**config.mk**
```make
export PLATFORM = sky130hd
export DESIGN_NAME = link_tx_scheduler
export DESIGN_NICKNAME = d
export VERILOG_FILES = /design/src/rtl/link_tx_scheduler.sv
export SDC_FILE = /design/constraint.sdc
export NUM_CORES = 1
export LEC_CHECK = 0
export ABC_AREA = 1
export CAP_MARGIN = 40
export CORE_MARGIN = 10
export CORE_UTILIZATION = 49
export CTS_CLUSTER_SIZE = 8
export DETAILED_ROUTE_END_ITERATION = 6
export GPL_TIMING_DRIVEN = 0
export HOLD_SLACK_MARGIN = 0.1
export MAX_ROUTING_LAYER = met4
export PLACE_DENSITY = 0.89
export SETUP_SLACK_MARGIN = 0.02
export SLEW_MARGIN = 20
export SYNTH_ARGS = -nofsm -noshare
export SYNTH_HDL_FRONTEND = slang
export SYNTH_SLANG_ARGS = --single-unit
```
**constraint.sdc**
```tcl
create_clock -name clk -period 3.32 [get_ports clk]
set_input_delay 0.664 -clock clk [delete_from_list [all_inputs] [get_ports clk]]
set_output_delay 0.664 -clock clk [all_outputs]
set_load 0.01 [all_outputs]
```
**src/rtl/link_tx_scheduler.sv**
```systemverilog
// Round-robin scheduler that grants one packet source at a time and streams its
// latched packet as SYNC, ID, payload bytes, CHK over a valid/ready byte port.
module link_tx_scheduler #(
  parameter int          N_REQ     = 3,
  parameter int          PKT_BYTES = 4,
  parameter logic [7:0]  SYNC_BYTE = 8'hA5
) (
  input  logic                         clk,
  input  logic                         rst,
  input  logic [N_REQ-1:0]             req,
  input  logic [N_REQ*PKT_BYTES*8-1:0] pkt_data,
  output logic [N_REQ-1:0]             grant,
  output logic [7:0]                   tx_data,
  output logic                         tx_valid,
  input  logic                         tx_ready,
  output logic                         busy,
  output logic                         done,
  output logic [2:0]                   dbg_state
);

  localparam int PW = (N_REQ > 1) ? $clog2(N_REQ) : 1;
  localparam int PB = PKT_BYTES * 8;
  localparam logic [3:0] LAST = 4'(PKT_BYTES - 1);

  typedef enum logic [2:0] {S_IDLE, S_SYNC, S_ID, S_PAY, S_CHK} state_t;

  state_t           state_q, state_d;
  logic [PW-1:0]    ptr_q, ptr_d;
  logic [3:0]       cnt_q, cnt_d;
  logic [PB-1:0]    pay_q, pay_d;
  logic [7:0]       chk_q, chk_d;
  logic [7:0]       id_q, id_d;
  logic [N_REQ-1:0] grant_q, grant_d;
  logic [7:0]       tx_data_q, tx_data_d;
  logic             tx_valid_q, tx_valid_d;
  logic             busy_q, busy_d;
  logic             done_q, done_d;

  logic             found;
  logic [PW-1:0]    sel;
  int               nxt;
  logic [3:0]       nidx;
  logic [7:0]       byte_nxt;
  logic             hs;

  // Scan from the highest offset down so the lowest offset from ptr wins.
  always_comb begin
    found = 1'b0;
    sel   = '0;
    for (int k = N_REQ - 1; k >= 0; k--) begin
      int j;
      j = int'(ptr_q) + k;
      if (j >= N_REQ) j = j - N_REQ;
      if (req[j]) begin
        found = 1'b1;
        sel   = PW'(j);
      end
    end
    nxt = int'(sel) + 1;
    if (nxt >= N_REQ) nxt = 0;
  end

  assign hs       = tx_valid_q & tx_ready;
  assign nidx     = (cnt_q == LAST) ? cnt_q : cnt_q + 4'd1;
  assign byte_nxt = pay_q[int'(nidx)*8 +: 8];

  always_comb begin
    state_d    = state_q;
    ptr_d      = ptr_q;
    cnt_d      = cnt_q;
    pay_d      = pay_q;
    chk_d      = chk_q;
    id_d       = id_q;
    grant_d    = '0;
    tx_data_d  = tx_data_q;
    tx_valid_d = tx_valid_q;
    busy_d     = busy_q;
    done_d     = 1'b0;
    case (state_q)
      S_IDLE: begin
        tx_valid_d = 1'b0;
        busy_d     = 1'b0;
        if (found) begin
          grant_d[sel] = 1'b1;
          ptr_d        = PW'(nxt);
          pay_d        = pkt_data[int'(sel)*PB +: PB];
          id_d         = 8'(sel);
          chk_d        = 8'(sel);
          tx_data_d    = SYNC_BYTE;
          tx_valid_d   = 1'b1;
          busy_d       = 1'b1;
          state_d      = S_SYNC;
        end
      end
      S_SYNC: if (hs) begin
        tx_data_d = id_q;
        state_d   = S_ID;
      end
      S_ID: if (hs) begin
        tx_data_d = pay_q[7:0];
        chk_d     = chk_q + pay_q[7:0];
        cnt_d     = 4'd0;
        state_d   = S_PAY;
      end
      S_PAY: if (hs) begin
        if (cnt_q == LAST) begin
          // chk_q already holds ID plus every payload byte.
          tx_data_d = chk_q;
          state_d   = S_CHK;
        end else begin
          cnt_d     = nidx;
          tx_data_d = byte_nxt;
          chk_d     = chk_q + byte_nxt;
        end
      end
      S_CHK: if (hs) begin
        tx_data_d  = 8'h00;
        tx_valid_d = 1'b0;
        busy_d     = 1'b0;
        done_d     = 1'b1;
        state_d    = S_IDLE;
      end
      default: state_d = S_IDLE;
    endcase
  end

  always_ff @(posedge clk or posedge rst) begin
    if (rst) begin
      state_q    <= S_IDLE;
      ptr_q      <= '0;
      cnt_q      <= '0;
      pay_q      <= '0;
      chk_q      <= '0;
      id_q       <= '0;
      grant_q    <= '0;
      tx_data_q  <= '0;
      tx_valid_q <= 1'b0;
      busy_q     <= 1'b0;
      done_q     <= 1'b0;
    end else begin
      state_q    <= state_d;
      ptr_q      <= ptr_d;
      cnt_q      <= cnt_d;
      pay_q      <= pay_d;
      chk_q      <= chk_d;
      id_q       <= id_d;
      grant_q    <= grant_d;
      tx_data_q  <= tx_data_d;
      tx_valid_q <= tx_valid_d;
      busy_q     <= busy_d;
      done_q     <= done_d;
    end
  end

  assign grant     = grant_q;
  assign tx_data   = tx_data_q;
  assign tx_valid  = tx_valid_q;
  assign busy      = busy_q;
  assign done      = done_q;
  assign dbg_state = state_q;

endmodule

```
# ---- Word level (Yosys, flattened, before mapping)
# Index checks and enable logic that the tools add are counted.
dict set report word_totals {
  ff_bits 64
  inputBits 102
  output_inout_bits 17
  wordCells 107
}
dict set report classes {
  n_addsub 9
  magnitude_cmp 9
  eq_ne 12
  shifts 2
  muxes 52
  bitwise_logic 1
  n_reduce_logical 12
}
# cell n
set ops {}
lappend ops {{less-than comparator 32 x 4 -> 1 bit (second input constant)} 3}
lappend ops {{two-way mux 32 bit} 3}
lappend ops {{indexed part select 96 x 8 -> 32 bit} 1}
lappend ops {{two-way mux 8 bit} 10}
lappend ops {{case mux 8 bit (5 select lines)} 1}
lappend ops {{indexed part select 32 x 8 -> 8 bit} 1}
lappend ops {{two-way mux 3 bit} 8}
lappend ops {{case mux 8 bit (3 select lines)} 1}
lappend ops {{adder 8 bit} 2}
lappend ops {{two-way mux 4 bit} 4}
lappend ops {{case mux 3 bit (5 select lines)} 1}
lappend ops {{two-way mux 1 bit} 14}
lappend ops {{!= test 2 bit (second input constant)} 7}
lappend ops {{AND reduction 6 bit} 2}
lappend ops {{>= comparator 3 x 2 -> 1 bit (second input constant)} 3}
lappend ops {{two-way mux 2 bit} 4}
lappend ops {{case mux 4 bit (2 select lines)} 1}
lappend ops {{subtractor 3 x 2 -> 4 bit (second input constant)} 2}
lappend ops {{adder 2 x 1 -> 3 bit (second input constant)} 2}
lappend ops {{binary-select mux 1 bit (select 2 bit)} 3}
lappend ops {{== test 3 x 2 -> 1 bit (second input constant)} 2}
lappend ops {{AND reduction 5 bit} 1}
lappend ops {{nonzero test 5 bit} 1}
lappend ops {{adder 4 x 1 -> 4 bit (second input constant)} 1}
lappend ops {{other kinds (17)} 19}

# ---- Longest topological paths before layout
# Gate-level depths: netlist of run 1.
dict set report depth {
  ltp_word 15
  mapped_depth 21
  mapped_depth_nobuf 20
}

# ---- Worst setup path after synthesis of run 1
# No wires, ideal clock.
dict set report synth_path {
  path_type {register to register}
  startpoint {reg cnt_q[0]}
  endpoint {reg chk_q[6]}
  setup_ns 0.117
  arrival_time_ns 2.791
  required_ns 3.203
  slack_ns 0.411
  path_stages_with_launch 21
  path_buffers 1
  synth_period_minus_slack_ns 2.909
  path_cell_list {dfrtp_1 -> ha_1 -> nand2_2 -> nand2_1 -> nand2_4 -> inv_2 -> buf_6 -> o21ai_0 -> o22ai_1 -> nand3_1 -> o21ai_0 -> ha_1 -> fa_1 -> a31oi_1 -> inv_1 -> nand2_1 -> nand2_1 -> a21oi_1 -> nand2_1 -> nand3_1 -> nand2_1}
}
dict set report synth_via {
  elab_chain_len 7
  elab_cells_between_ends 10
  classes_between {add/sub: 2; eq/ne: 2; shift: 1; mux: 4; reduce/logical: 1}
}
# item line
set synth_lines {}
lappend synth_lines {{from (decl)} 29} ;# logic [3:0] cnt_q, cnt_d;
lappend synth_lines {{from (signal assigned)} 143} ;# cnt_q <= cnt_d;
lappend synth_lines {{adder 4 x 1 -> 4 bit or == test 4 x 2 -> 1 bit (tied branches)} {64, 106}}
lappend synth_lines {{two-way mux 4 bit} 64} ;# assign nidx = (cnt_q == LAST) ? cnt_q : cnt_q + 4'd1;
lappend synth_lines {{indexed part select 32 x 8 -> 8 bit} 65} ;# assign byte_nxt = pay_q[int'(nidx)*8 +: 8];
lappend synth_lines {{adder 8 bit} 113} ;# chk_d = chk_q + byte_nxt;
lappend synth_lines {{two-way mux 8 bit} 106} ;# if (cnt_q == LAST) begin
lappend synth_lines {{two-way mux 8 bit} 105} ;# S_PAY: if (hs) begin
lappend synth_lines {{case mux 8 bit (3 select lines)} 79} ;# case (state_q)
lappend synth_lines {{to (signal assigned)} 145} ;# chk_q <= chk_d;
lappend synth_lines {{to (decl)} 31} ;# logic [7:0] chk_q, chk_d;
# Parallel ways exist; a longest one is shown, timed or not. The select of a mux whose other input is x is not followed.
# A chain may end at the register's enable or synchronous reset.

# ---- Worst setup path in the final report of run 1
# Ends and elaborated chain as after synthesis.

==> flow_metrics.py, run 1 <==
metrics = {
    "outcome": {
        "outcome": "complete, but fails checks",
        "violations": "design-rule violations",
    },
    "synth": {
        "ys_ff_latch": 64,
        "ys_warn_count": 0,
        "synth_area_per_cell_um2": 6.83,
        "ys_seq_area_share_pct": 37.7,
        "yosysUniqueCellTypes": 37,
        "syn_nets": 736,
        "netlist_instances": 623,
        "mappedNetlistArea_um2": 4250,
    },
    "routing": {
        "avgRoutedWirePerCell_um": 16.4,
        "drtIter0Drc": 325,
        "drc": 13,
        "wirelength_um": 14200,
        "ant_nets": 0,
        "first_pass_iters": 7,
        "vias": 4751,
        "viasPerCell": 5.49,
    },
    "critical_path": {
        "crit_top_cell": "nand2_1",
        "path_buf_inv": 3,
        "worstPathRequired_ps": 3560,
        "critPathKind": "reg2reg",
        "worstPathCellList": "ha_2, nand2_4, nand2_2, nand2_4, inv_2, buf_6, o21ai_1, o22ai_2, nand3_1, o21ai_0, ha_2, fa_1, a31oi_1, inv_1, nand2_1, nand2_1, a21oi_1, nand2_1, nand3_1, nand2_1",
        "cp_max_fo": 10,
        "endpoint_kind": "register",
        "arrival_ps": 3420,
        "crit_slowest_cell": "dfrtp_1",
        "critPathTopFamily": "adder cells",
        "startpoint_type": "register",
        "slowest_delay_ps": 440,
    },
    "power": {
        "swShare_pct": 49.8,
        "combinationalPowerShare_pct": 64.1,
        "switchingPower_mw": 3.04,
        "p_int_mw": 3.07,
        "power.density_nw_per_um2": 1040,
        "peakVddDrop_mv": 0.754,
        "power_frac_seq_pct": 23.0,
        "p_leak_nw": 2.84,
        "clockPowerShare_pct": 12.9,
    },
    "grt": {
        "grt_use_total_pct": 22.0,
        "antenna_found_initial": 0,
        "overflow": 0,
        "grt_pass1_wl_um": 22700,
        "first_global_vias": 4773,
        "grt_max_degree": 44,
    },
    "placed_design": {
        "dp_hpwl_um": 11200,
        "numPortBuffers": 118,
        "pre_cts_ws_ps": 57.3,
        "placed_cell_area_um2": 5590,
        "gp_congestion": 0.914,
    },
    "cells_and_area": {
        "final_core_util_pct": 70.5,
        "layout-drive-gt1-share_pct": 9.86,
        "postLayoutCellArea_um2": 5880,
        "syn2layout_area_growth_pct": 38.2,
        "fill_cells": 671,
        "antennaDiodeCount": 0,
        "nets": 869,
    },
    "sta": {
        "max_freq_mhz": 314,
        "rsz0062_at_grt": "true",
        "fin_skew_ps": 6.91,
        "finalHoldViolCount": 0,
        "fin_crit_ps": 3180,
        "tightestPinTransition_ps": 641,
        "setup_violations": 0,
        "slew_viol_final": 0,
        "setup_ws_ps": 137,
        "fin_crit_sh_pct": 95.9,
        "max_slew_margin_pct": 57.1,
    },
    "die": {
        "die_w_um": 113,
        "io_pins": 119,
        "die_h_um": 113,
        "die-area_um2": 12800,
        "start_util_pct": 51.0,
        "rows": 33,
        "core_region_area_um2": 8340,
    },
    "clocking": {
        "cts_tree": "done",
        "clockBufferDepth": 2,
        "root_buffer": "clkbuf_8",
        "insertion_delay_ps": 350,
        "ctsHoldBuffers": 0,
        "path_clk_slew_ps": 70,
        "cts_buffers": 9,
        "cts_max_level": 3,
        "cts.sinks": 64,
    },
    "worst_hold_path": {
        "hold_path.class": "reg2reg",
    },
    "flow_run": {
        "cap_violations": 0,
    },
}
==> power by group through the flow <==
| stage | Sequential [mW] | Clock, mW | Combinational [mW] |
|---|---|---|---|
| 2_1_floorplan | 1.35 | 0 | 2.68 |
| 3_3_place_gp | 1.39 | 0 | 3.65 |
| 3_5_place_dp | 1.40 | 0 | 3.78 |
| 4_1_cts | 1.40 | 0.791 | 3.81 |
| 5_1_grt | 1.44 | 0.822 | 4.36 |
| 6_report | 1.41 | 0.786 | 3.92 |
==> registers in the layout, indices dropped and copies added (netlist names) <==
name       flops
done           1
busy           1
cnt_q          4
grant          3
tx_data        8
ptr_q          2
pay_q         32
chk_q          8
dbg_state      3
id_q           2
==> cell usage in the layout, fill, tap and decap left out, types with 3 or more instances in the layout <==
cell and n:
a21oi_1 16, a31oi_1 4, buf_2 10, buf_4 7
buf_6 4, clkbuf_1 3, clkbuf_8 12, clkdlybuf4s50_1 118
dfrtp_1 64, ha_1 8, inv_1 51, inv_2 8
inv_4 3, nand2_1 237, nand2_2 6, nand2_4 3
nand3_1 61, nand3_2 4, nand3b_1 7, nand4_1 5
nor2_1 42, nor2_2 3, o211ai_1 6, o21ai_0 35
o21ai_1 9, o22ai_1 10
==> worst reg2reg max path: stages, from the launching register on <==
cell and delay, ps:
dfrtp_1 440, ha_2 250, nand2_4 120, nand2_2 100
nand2_4 120, inv_2 70, buf_6 140, o21ai_1 160
o22ai_2 120, nand3_1 80, o21ai_0 130, ha_2 220
fa_1 400, a31oi_1 150, inv_1 90, nand2_1 60
nand2_1 50, a21oi_1 160, nand2_1 90, nand3_1 80
nand2_1 60
==> cell usage after synthesis <==
master | number | area share [%]
dfrtp_1 | 64 | 38
inv_4 | 2 | 0.29
nand2_4 | 2 | 0.53
o21bai_1 | 2 | 0.35
buf_4 | 4 | 0.71
a21o_1 | 1 | 0.18
buf_2 | 11 | 1.3
inv_1 | 52 | 4.6
fa_1 | 1 | 0.47
o22ai_1 | 12 | 1.8
nand3_4 | 1 | 0.41
nor2_4 | 2 | 0.53
a211oi_1 | 2 | 0.35
a21oi_1 | 16 | 1.9
clkbuf_1 | 1 | 0.088
a31oi_1 | 4 | 0.59
buf_1 | 1 | 0.088
a21oi_2 | 1 | 0.21
inv_2 | 8 | 0.71
o211ai_1 | 6 | 1.1
nor2_2 | 3 | 0.44
buf_6 | 4 | 1.1
nor2_1 | 42 | 3.7
nand3b_1 | 7 | 1.2
nand2_2 | 6 | 0.88
nand4_1 | 5 | 0.74
o21ai_1 | 7 | 0.82
nand3_2 | 3 | 0.71
ha_1 | 10 | 2.9
or2_2 | 1 | 0.15
o21ai_0 | 38 | 4.5
nor3_4 | 1 | 0.38
nand2_1 | 238 | 21
clkinv_1 | 1 | 0.088
nor3_1 | 1 | 0.12
nand3_1 | 62 | 7.3
xor2_1 | 1 | 0.21
==> timing repair <==
action | 4_1_cts | 5_1_grt
endpoints found under the setup margin | 1 | 4
hold endpoints to repair | 0 | 0
pin swaps | 0 | 2
resized for setup | 1 | 11
setup buffers | 0 | 3
==> stage by stage <==
| step | cells | setup TNS [ps] | hold slack (ps) | power (mW) |
|---|---|---|---|---|
| after CTS | 863 | 0 | 487 | 6.00 |
| after global routing | 866 | -131 | 511 | 6.62 |
| final | 866 | 0 | 488 | 6.11 |
| after global placement | 846 | -2930 | 473 | 5.04 |
| after floorplan | 623 | 0 | 460 | 4.03 |
| after detailed placement | 847 | 0 | 471 | 5.18 |
==> cell type report <==
class | instances | area, um2 | area share, %
buffer | 21 | 140 | 2.38
clock buffer | 14 | 173 | 2.94
clock inverter | 2 | 60.1 | 1.02
inverter | 63 | 244 | 4.15
multi-input combinational | 475 | 2310 | 39.2
sequential | 64 | 1600 | 27.2
tap | 105 | 131 | 2.23
timing repair buffer | 122 | 1220 | 20.8
==> layer usage <==
| layer | track usage [%] | routed length [um] | part of all wire (%) | vias up |
|---|---|---|---|---|
| met5 | - | 0 | 0 | - |
| met4 | 8.04 | 350 | 2.5 | 0 |
| met3 | 4.60 | 970 | 6.8 | 41 |
| met2 | 38.1 | 7120 | 50 | 220 |
| met1 | 24.4 | 5760 | 41 | 2208 |
| li1 | - | - | - | 2282 |
==> path summary, 6_finish.rpt <==
kind / from / endpoint / slack (ps) / cells after the start
min: tx_data[4] / tx_data[4] / 490 / 2
min in group asynchronous: rst / dbg_state[1] / 620 / 2
max: cnt_q[0] / chk_q[6] / 140 / 20
min reg2reg: tx_data[4] / tx_data[4] / 490 / 2
max reg2reg: cnt_q[0] / chk_q[6] / 140 / 20
max in group asynchronous: rst / pay_q[13] / 2180 / 3
==> cells by family (layout without fill, tap and decap cells) <==
kind of cell,after synthesis,count (layout),share of synthesized area (%)
flip-flops,64,64,37.7
adder cells (fa/ha/maj),11,11,3.41
AO/OA/AOI/OAI,89,89,11.7
buffers and inverters,84,222,8.91
XOR/XNOR,1,1,0.206
AND/OR/NAND/NOR,374,374,38.1
No activity file was read; power rests on OpenSTA's default activity.
==> inputs of run 2 (changes only) <==
- TNS_END_PERCENT: default -> 50
==> results of run 2 <==
Final layout, timing and power as in run 1 (identical DEF).
